<file path="src/rtl/pong_pkg.sv">
// Shared types and codes for the pong game-flow controller.
package pong_pkg;

  typedef enum logic [1:0] {
    NEWGAME,
    SERVE,
    PLAY,
    OVER
  } game_state_t;

  localparam logic [1:0] TXT_NONE  = 2'd0;
  localparam logic [1:0] TXT_START = 2'd1;
  localparam logic [1:0] TXT_READY = 2'd2;
  localparam logic [1:0] TXT_OVER  = 2'd3;

  localparam logic [1:0] WIN_NONE = 2'd0;
  localparam logic [1:0] WIN_P1   = 2'd1;
  localparam logic [1:0] WIN_P2   = 2'd2;

endpackage

</file>
<file path="src/rtl/pong_frame_timer.sv">
// 8-bit frame down-counter, saturating at zero; load wins over tick.
module pong_frame_timer (
  input  logic       clk,
  input  logic       reset,
  input  logic       load,
  input  logic [7:0] load_val,
  input  logic       tick,
  output logic       zero
);

  logic [7:0] count;

  always_ff @(posedge clk) begin
    if (reset) begin
      count <= '0;
    end else if (load) begin
      count <= load_val;
    end else if (tick && (count != '0)) begin
      count <= count - 8'd1;
    end
  end

  assign zero = (count == '0);

endmodule

</file>
<file path="src/rtl/pong_game_ctrl.sv">
// Pong game-flow FSM: new-game, serve, play, game-over; scores and overlay text.
module pong_game_ctrl
  import pong_pkg::*;
#(
  parameter int unsigned WIN_SCORE    = 9,
  parameter int unsigned SERVE_FRAMES = 120,
  parameter int unsigned OVER_FRAMES  = 180
) (
  input  logic       clk,
  input  logic       reset,
  input  logic       frame_tick,
  input  logic [3:0] btn,
  input  logic       pts_1,
  input  logic       pts_2,
  output logic       gra_still,
  output logic [3:0] score_1,
  output logic [3:0] score_2,
  output logic [1:0] winner,
  output logic [1:0] text_sel,
  output logic       game_active
);

  localparam logic [3:0] WIN_VAL    = 4'(WIN_SCORE);
  localparam logic [7:0] SERVE_LOAD = 8'(SERVE_FRAMES - 1);
  localparam logic [7:0] OVER_LOAD  = 8'(OVER_FRAMES - 1);

  game_state_t state, next_state;
  logic [3:0]  next_score_1, next_score_2;
  logic [1:0]  next_winner;
  logic        btn_any_q;
  logic        press;
  logic        timer_load;
  logic [7:0]  timer_val;
  logic        timer_zero;

  // btn_any_q resets high so a button held through reset is not a press
  assign press = (|btn) & ~btn_any_q;

  pong_frame_timer u_timer (
    .clk      (clk),
    .reset    (reset),
    .load     (timer_load),
    .load_val (timer_val),
    .tick     (frame_tick),
    .zero     (timer_zero)
  );

  always_ff @(posedge clk) begin
    if (reset) begin
      state     <= NEWGAME;
      score_1   <= '0;
      score_2   <= '0;
      winner    <= WIN_NONE;
      btn_any_q <= 1'b1;
    end else begin
      state     <= next_state;
      score_1   <= next_score_1;
      score_2   <= next_score_2;
      winner    <= next_winner;
      btn_any_q <= |btn;
    end
  end

  always_comb begin
    next_state   = state;
    next_score_1 = score_1;
    next_score_2 = score_2;
    next_winner  = winner;
    timer_load   = 1'b0;
    timer_val    = '0;
    case (state)
      NEWGAME: begin
        if (press) begin
          next_state   = SERVE;
          timer_load   = 1'b1;
          timer_val    = SERVE_LOAD;
          next_score_1 = '0;
          next_score_2 = '0;
          next_winner  = WIN_NONE;
        end
      end
      SERVE: begin
        if (frame_tick && timer_zero) next_state = PLAY;
      end
      PLAY: begin
        // Leaving PLAY on the first asserted cycle counts each point once
        if (pts_1) begin
          next_score_1 = score_1 + 4'd1;
          timer_load   = 1'b1;
          if (next_score_1 == WIN_VAL) begin
            next_state  = OVER;
            next_winner = WIN_P1;
            timer_val   = OVER_LOAD;
          end else begin
            next_state = SERVE;
            timer_val  = SERVE_LOAD;
          end
        end else if (pts_2) begin
          next_score_2 = score_2 + 4'd1;
          timer_load   = 1'b1;
          if (next_score_2 == WIN_VAL) begin
            next_state  = OVER;
            next_winner = WIN_P2;
            timer_val   = OVER_LOAD;
          end else begin
            next_state = SERVE;
            timer_val  = SERVE_LOAD;
          end
        end
      end
      OVER: begin
        if (press && timer_zero) begin
          next_state   = NEWGAME;
          next_score_1 = '0;
          next_score_2 = '0;
          next_winner  = WIN_NONE;
        end
      end
      default: next_state = NEWGAME;
    endcase
  end

  always_comb begin
    gra_still   = 1'b1;
    text_sel    = TXT_START;
    game_active = 1'b0;
    case (state)
      NEWGAME: text_sel = TXT_START;
      SERVE:   text_sel = TXT_READY;
      PLAY: begin
        gra_still   = 1'b0;
        text_sel    = TXT_NONE;
        game_active = 1'b1;
      end
      OVER:    text_sel = TXT_OVER;
      default: text_sel = TXT_START;
    endcase
  end

endmodule

</file>
<file path="config.mk">
export PLATFORM = sky130hd
export DESIGN_NAME = pong_game_ctrl
export DESIGN_NICKNAME = d
export VERILOG_FILES = /design/src/rtl/pong_pkg.sv /design/src/rtl/pong_frame_timer.sv /design/src/rtl/pong_game_ctrl.sv
export SDC_FILE = /design/constraint.sdc
export NUM_CORES = 1
export LEC_CHECK = 0
export BUFFER_PORTS_ARGS = -buffer_cell sky130_fd_sc_hd__buf_4
export CAP_MARGIN = 20
export CORE_UTILIZATION = 50
export CTS_CLUSTER_DIAMETER = 30
export DETAILED_ROUTE_END_ITERATION = 16
export GPL_TIMING_DRIVEN = 1
export HOLD_SLACK_MARGIN = 0.03
export PLACE_DENSITY = 0.73
export REMOVE_ABC_BUFFERS = 1
export SETUP_SLACK_MARGIN = 0.3
export SLEW_MARGIN = 20
export SYNTH_ARGS = -nofsm -noshare
export SYNTH_HDL_FRONTEND = slang
export SYNTH_SLANG_ARGS = --single-unit
export TNS_END_PERCENT = 30
</file>
<file path="constraint.sdc">
create_clock -name clk -period 2.4 [get_ports clk]
set_input_delay 0.24 -clock clk [delete_from_list [all_inputs] [get_ports clk]]
set_output_delay 0.24 -clock clk [all_outputs]
set_load 0.005 [all_outputs]
</file>
**Word level (Yosys, flattened, before mapping)**

Cells that the tools add are included.

- Register bits after elaboration: 21
- Input port bits: 9
- Output and inout bits: 14
- Logic and storage cells: 74

- Add/subtract/negate cells: 3
- Eq/ne operators: 14
- Mux-type cells: 36
- Bitwise gates (word level): 2
- Reductions and logical operators: 13

Operators with widths:

| cell | count |
|---|---|
| $mux W8 | 6 |
| $mux W2 | 12 |
| $pmux W4 S3 | 2 |
| $mux W4 | 5 |
| $pmux W2 S4 | 2 |
| $pmux W8 S2 | 1 |
| $ne A2 B2 Y1 const B | 6 |
| $ne A3 B3 Y1 const B | 3 |
| $add A4 B1 Y4 const B | 2 |
| $eq A4 B4 Y1 const B | 2 |
| $logic_not A8 Y1 | 1 |
| $reduce_and A4 Y1 | 2 |
| $reduce_bool A8 Y1 | 1 |
| $sub A8 B1 Y8 const B | 1 |
| $mux W7 | 1 |
| $pmux W2 S3 | 1 |
| $reduce_and A6 Y1 | 1 |
| $mux W1 | 5 |
| $reduce_and A5 Y1 | 1 |
| $eq A2 B2 Y1 const B | 2 |
| $reduce_or A4 Y1 | 1 |
| $logic_and A1 B1 Y1 | 3 |
| $reduce_bool A3 Y1 | 1 |
| $eq A2 B1 Y1 const B | 1 |
| other kinds (5) | 5 |

**Logic depth before layout (Yosys ltp)**

Gate-level depths: netlist of the first run.

- Depth in word-level cells: 7
- Gate-level depth with buffers: 8
- Mapped depth without buffers: 7

**By module**

Synthesis of the first run repeated with hierarchy kept, for this count alone.

- Cell total of the unflattened synthesis: 173
- Area total of the unflattened synthesis: 1420.1 um^2

Modules (own cells, without submodules):

| module | instances | cells an instance | area each (um^2) | seq. area each (um^2) |
|---|---|---|---|---|
| pong_game_ctrl | 1 | 114 | 904.6 | 260.2 |
| pong_frame_timer | 1 | 59 | 515.5 | 160.2 |

**Worst setup path before layout of the first run**

Ideal clock, no wire load.

- Path kind: reg-to-reg
- Start: register u_timer.count[0]
- End: register score_1[2]
- Library setup time: 0.070 ns
- Data arrival time: 2.030 ns
- Data required time: 2.330 ns
- Setup slack: 0.300 ns
- Cell stages (with the launch flop): 8
- Path buffers: 0
- Period minus slack after synthesis: 2.100 ns
- Cells stage by stage: dfxtp_1 -> inv_1 -> ha_1 -> or3b_2 -> nor4_4 -> o21bai_2 -> or4_1 -> a21oi_1

- Longest elaborated chain between the ends: 4

Ends and longest elaborated chain:

| item | line | text |
|---|---|---|
| start: declaration | pong_frame_timer.sv:11 | `logic [7:0] count;` |
| start signal: assignment | pong_frame_timer.sv:17 | `count <= load_val;` |
| start signal: assignment | pong_frame_timer.sv:19 | `count <= count - 8'd1;` |
| $logic_not A8 Y1 | pong_frame_timer.sv:23 | `assign zero = (count == '0);` |
| $logic_and A1 B1 Y1 | pong_game_ctrl.sv:112 | `if (press && timer_zero) begin` |
| $ne A2 B2 Y1 (no source line) | n/a |  |
| $reduce_and A4 Y1 (no source line) | n/a |  |
| end signal: assignment | pong_game_ctrl.sv:57 | `score_1 <= next_score_1;` |
| end: declaration | pong_game_ctrl.sv:16 | `output logic [3:0] score_1,` |

No other way between the ends.
A chain may end at the register's enable or synchronous reset.

**Final worst setup path of the first run**

- Start: register u_timer.count[6]
- End: register score_1[2]

The elaborated chain is that of the path after synthesis.

==> results of run 1 <==
[worst min path at each step]
stage | start | endpoint | slack, ns | cells after the start
after CTS | reset | score_1[2] | 0.26 | 2
after global routing | reset | score_1[2] | 0.25 | 2
after floorplan | reset | score_1[0] | 0.31 | 1
after global placement | winner[0] | winner[0] | 0.46 | 2
after detailed placement | winner[0] | winner[0] | 0.46 | 2
final | reset | score_1[2] | 0.25 | 2
[area by class of cell]
| cell class | count | area (um^2) | share of cell area [%] |
|---|---|---|---|
| inverter | 14 | 52.55 | 3.379 |
| tap | 30 | 37.54 | 2.414 |
| clock buffer | 4 | 26.28 | 1.689 |
| multi-input combinational | 117 | 823.3 | 52.94 |
| timing repair buffer | 25 | 187.7 | 12.07 |
| sequential | 21 | 427.9 | 27.51 |
[flip-flops by register name (all words and copies together), names as in the netlist]
register / flops
winner: 2
score_2: 4
score_1: 4
btn_any_q: 1
u_timer.count: 8
state: 2
[routing by layer]
metal  GRT usage [%]  routed length (um)  vias up
li1                -                   -      617
met1           24.87                1335      595
met2           46.84                1685       21
met3           3.161                  77        2
met4           5.702                  13        0
met5               0                   0        -
[what timing repair did]
action,4_1_cts,5_1_grt
endpoints found under the setup margin,2,9
gates resized for setup,1,8
pin swaps,1,3
buffers inserted,1,0
[critical path, stage by stage, from the launching register on]
cell and delay (ns):
dfxtp_2 0.35, or4_4 0.57, nor4_4 0.31, o21bai_2 0.12, or4_1 0.50, a21oi_2 0.13
[layout by cell type (no fill, tap or decap), types with 2 or more instances in the layout]
cell       n
buf_4     25
dfxtp_1   17
a21oi_1   15
inv_1     13
nor2_1    10
ha_1       9
o21ai_0    8
nand2_1    8
nand4_1    6
xnor2_1    6
nand3_1    5
nor3_1     5
nor4_1     3
xor2_1     3
o21a_1     3
clkbuf_4   3
dfxtp_2    3
or4_1      2
nand3b_1   2
o22ai_1    2
nor2b_1    2
a221oi_1   2
or3_1      2
o211a_1    2
o211ai_1   2
[stage by stage]
step / util, % / hold slack (ns) / cell area [um^2] / setup slack, ns
after floorplan: - / 0.3091 / 1281 / 0.3006
after global placement: 60.51 / 0.4552 / 1499 / 0.3275
after detailed placement: 60.51 / 0.4621 / 1499 / 0.2416
after CTS: 61.97 / 0.2561 / 1535 / 0.3150
after global routing: 62.78 / 0.2486 / 1555 / 0.3074
final: 62.78 / 0.2472 / 1555 / 0.3696
[kinds of logic after synthesis]
kind of cell | share of synthesized area (%)
XOR/XNOR | 6.041
flip-flops | 32.21
adder cells (fa/ha/maj) | 9.588
AND/OR/NAND/NOR | 23.49
AO/OA/AOI/OAI | 22.82
buffers and inverters | 5.848
[power breakdown]
group	total (mW)	switching (mW)	leakage (nW)	internal (mW)
Clock	0.168	0.103	0.0150	0.0646
Combinational	0.698	0.384	0.424	0.313
Sequential	0.486	0.0673	0.173	0.418
[Yosys cell counts, types with 2 or more instances]
cell type  instances
o211a_1            2
nand3b_1           2
o21ai_0            8
ha_1              10
clkbuf_1           5
o211ai_1           2
nand4_1            6
xnor2_1            6
or3_1              2
nor4_1             3
a221oi_1           2
dfxtp_1           21
or4_1              2
o21a_1             3
o22ai_1            2
inv_1             13
nor2_1            10
nand3_1            5
a21oi_1           16
nor2b_1            2
xor2_1             3
nor3_1             5
nand2_1            8
==> flow_summary.ini, run 1 <==
[sta]
rsz0062_at_grt = no
finalSetupViolations = 0
slew_headroom_pct = 67.61
tightest_slew_ns = 0.4822
finalHoldViolations = 0
slew_viol_final = 0
period_share_pct = 84.60
fin_tns_setup_ns = 0
skew_ns = 0.004160
fmax_mhz = 492.5
fin_crit_ns = 2.030

[floorplan]
coreArea_mm2 = 0.002477
dieArea_mm2 = 0.002819
die_x_um = 53.09
rows = 18
io_pins = 23
initial_core_util_pct = 52.68
die_h_um = 53.09

[setup_path]
crit_fanout = 4
crit_start = u_timer.count[6]
crit_path_end_kind = flop
rrSetupSlack_ns = 0.37
critPathKind = flop to flop
rr_worst_depth = 5
cp-start-kind = flop
cp_data_required_time_ns = 2.64
crit-reg2reg-capture = score_1[2]
crit_arrival_ns = 2.27
critPathCapture = score_1[2]
r2r-start = u_timer.count[6]

[global_route]
grt_pass1_wl_mm = 4.892
grt_max_degree = 21
grt_pass1_vias = 1164
antenna_found_initial = 0
grt_use_total_pct = 23.34
globalRouteOverflowTotal = 0

[clocking]
cts-root-buf = clkbuf_4
clkLatencyLatePin_ns = 0.29
clock_sinks = 21
numCtsBuffers = 3
htree_levels = 1
clockBufferDepth = 2
hold_buffers = 0
cts_tree = yes
clkTransAtPathRegs_ns = 0.12

[placed_design]
post-dp-hpwl_mm = 2.333
place_congestion = 0.7967
io_buffers = 22
dp.cells = 206

[route]
vias = 1235
avgViaCountPerCell = 5.853
post_drt_wl_per_cell_um = 14.74
dr.pass1.iters = 4
ant_nets = 0
wl_mm = 3.111
drt_first_iter_violations = 29
drc = 0

[logic_synthesis]
synth_top_area_share_pct = 32.21
synth_area_per_cell_um2 = 8.260
ys_types = 43
synth_cells = 158
ys_ff_latch = 21
synthesis.area_mm2 = 0.001305
ys_seq_area_share_pct = 32.21
synth.top_cells.by_area = dfxtp_1 32%, ha_1 9.6%, a21oi_1 6.1%
synth_flop_cell = dfxtp_1
synth_warnings = 0
synth.largest_area_cell = dfxtp_1
async_flop_share_pct = 0
synth_edf_count = 0

[flow_run]
maxCapViolations = 0

[final_layout]
areaGrowthSynthToFinish_pct = 19.18
antenna_cells = 0
fill_cells = 214
drive_above_1_share_pct = 22.65
finalNonFillerCells = 211
final_nets = 201

[status]
outcome = finished clean

[worst_hold_path]
worstHoldPathType = input pin to flop

[power]
p_per_area_mw_per_mm2 = 868.5
vdd_ir_drop_max_mv = 0.5849
p_leak_nw = 0.6114
power_mw = 1.351
Power figures use the tool's default switching activity.
==> run 2: changes to the inputs <==
--- a/config.mk
+++ b/config.mk
@@ -7,12 +7,12 @@
 export LEC_CHECK = 0
 export BUFFER_PORTS_ARGS = -buffer_cell sky130_fd_sc_hd__buf_4
 export CAP_MARGIN = 20
-export CORE_UTILIZATION = 50
+export CORE_UTILIZATION = 49
 export CTS_CLUSTER_DIAMETER = 30
 export DETAILED_ROUTE_END_ITERATION = 16
 export GPL_TIMING_DRIVEN = 1
 export HOLD_SLACK_MARGIN = 0.03
-export PLACE_DENSITY = 0.73
+export PLACE_DENSITY = 0.74
 export REMOVE_ABC_BUFFERS = 1
 export SETUP_SLACK_MARGIN = 0.3
 export SLEW_MARGIN = 20
==> constraint.sdc (replaced) <==
create_clock -name clk -period 1.8 [get_ports clk]
set_input_delay 0.18 -clock clk [delete_from_list [all_inputs] [get_ports clk]]
set_output_delay 0.18 -clock clk [all_outputs]
set_load 0.005 [all_outputs]
==> flow_summary.ini, run 2 (synthesis gave the netlist of run 1 again) <==
[status]
outcome = finished with violations
violations = negative setup slack

[power]
power_switching_mw = 0.9346
p_per_area_mw_per_mm2 = 1291
power_mw = 2.325
p_leak_nw = 0.7196
vdd_ir_drop_max_mv = 1.109
clkPwrFrac_pct = 10.0
combPwrFrac_pct = 63.6
p_sw_share_pct = 40.20
pwr-share-seq_pct = 26.5
p_int_mw = 1.390

[sta]
setup_ws_ns = -0.1745
period_share_pct = 109.7
slew_headroom_pct = 59.86
finalHoldViolations = 0
skew_ns = 0.01042
fin_tns_setup_ns = -1.448
finalSetupViolations = 17
fmax_mhz = 506.5
rsz0062_at_grt = yes
tightest_slew_ns = 0.5976
slew_viol_final = 0
fin_crit_ns = 1.974

[final_layout]
reg.largest.list = u_timer.count x8, score_1 x4, score_2 x4
antenna_cells = 0
areaGrowthSynthToFinish_pct = 37.97
largest_register_ffs = 8
drive_above_1_share_pct = 40.00
regMostFlops = u_timer.count
layout_common_cells = 42 x buf_4, 15 x a21oi_1, 14 x dfxtp_1
final_nets = 220
mostFrequentLayoutCell = buf_4

[placed_design]
place_congestion = 0.8532
io_buffers = 22
post-place-ws_ns = -0.2923
post-dp-hpwl_mm = 2.379

[clocking]
cts_tree = yes
clockBufferDepth = 2
cts-root-buf = clkbuf_4
numCtsBuffers = 3
clock_sinks = 21
clkLatencyLatePin_ns = 0.31
clkTransAtPathRegs_ns = 0.12
htree_levels = 1
hold_buffers = 0

[floorplan]
die_x_um = 53.61
rows = 18
dieArea_mm2 = 0.002874
die_h_um = 53.61
coreArea_mm2 = 0.002500
initial_core_util_pct = 52.20
io_pins = 23

[setup_path]
cp_data_required_time_ns = 2.07
rrSetupSlack_ns = -0.17
crit_fanout = 8
crit_path_end_kind = flop
crit_arrival_ns = 2.25
critPathKind = flop to flop
cp-start-kind = flop

[global_route]
antenna_found_initial = 0
grt_use_total_pct = 25.06
grt_pass1_vias = 1223
grt_max_degree = 21
grt_pass1_wl_mm = 5.278
globalRouteOverflowTotal = 0

[flow_run]
maxCapViolations = 0

[route]
wl_mm = 3.405
drt_first_iter_violations = 22
wl_met1_mm = 1.515
dr.pass1.iters = 4
avgViaCountPerCell = 5.809
wl_met3_um = 109
routed.top_layer = met4
post_drt_wl_per_cell_um = 14.80
drc = 0
ant_nets = 0
routed-wl-met2_mm = 1.724
vias = 1336

[worst_hold_path]
worstHoldPathType = input pin to flop
run 2: critical path: stages, from the launching register on:
cell	delay, ns
dfxtp_2	0.35
inv_2	0.07
ha_4	0.12
or3b_4	0.39
nor4_4	0.30
buf_4	0.16
o21ba_4	0.20
o211a_1	0.17
o221a_2	0.18
run 2: power groups by stage:
stage	clock, mW	combinational (mW)	sequential [mW]
floorplan	0	0.650	0.625
global placement	0	1.08	0.608
detailed placement	0	1.10	0.613
CTS	0.235	1.17	0.607
global route	0.252	1.60	0.628
finish	0.232	1.48	0.615
run 2: per-stage QoR:
stage / std cells / hold slack (ns) / instance area, um^2 / utilization [%]
detailed placement: 223 / 0.4755 / 1627 / 65.07
global placement: 223 / 0.4536 / 1627 / 65.07
finish: 230 / 0.1872 / 1800 / 72.02
CTS: 228 / 0.1734 / 1682 / 67.27
global route: 230 / 0.1913 / 1800 / 72.02
floorplan: 152 / 0.2491 / 1281 / -
run 2: repair_timing:
item	CTS	global route
pin swaps	14	16
setup buffers	1	2
gates cloned	0	0
gates resized for setup	8	30
endpoints found under the setup margin	23	24
run 2: cell type report:
type | instances | area, um^2
clock buffer | 3 | 22.52
clock inverter | 1 | 5.005
fill | 197 | 699.4
inverter | 14 | 52.55
multi-input combinational | 117 | 915.9
sequential | 21 | 429.2
tap | 30 | 37.54
timing repair buffer | 44 | 337.8
run 2: final timing paths:
| path | start | end | cells past startpoint |
|---|---|---|---|
| worst max-delay path | u_timer.count[1] | winner[1] | 8 |
| worst min-delay path | reset | u_timer.count[6] | 2 |
| worst max register to register | u_timer.count[1] | winner[1] | 8 |
| worst min register to register | winner[0] | winner[0] | 2 |
run 2: routing by layer:
| layer | vias to the layer above | global-route usage (%) |
|---|---|---|
| met4 | 0 | 10.53 |
| li1 | 658 | - |
| met3 | 7 | 2.825 |
| met1 | 640 | 31.83 |
| met2 | 31 | 42.71 |
| met5 | - | 0 |
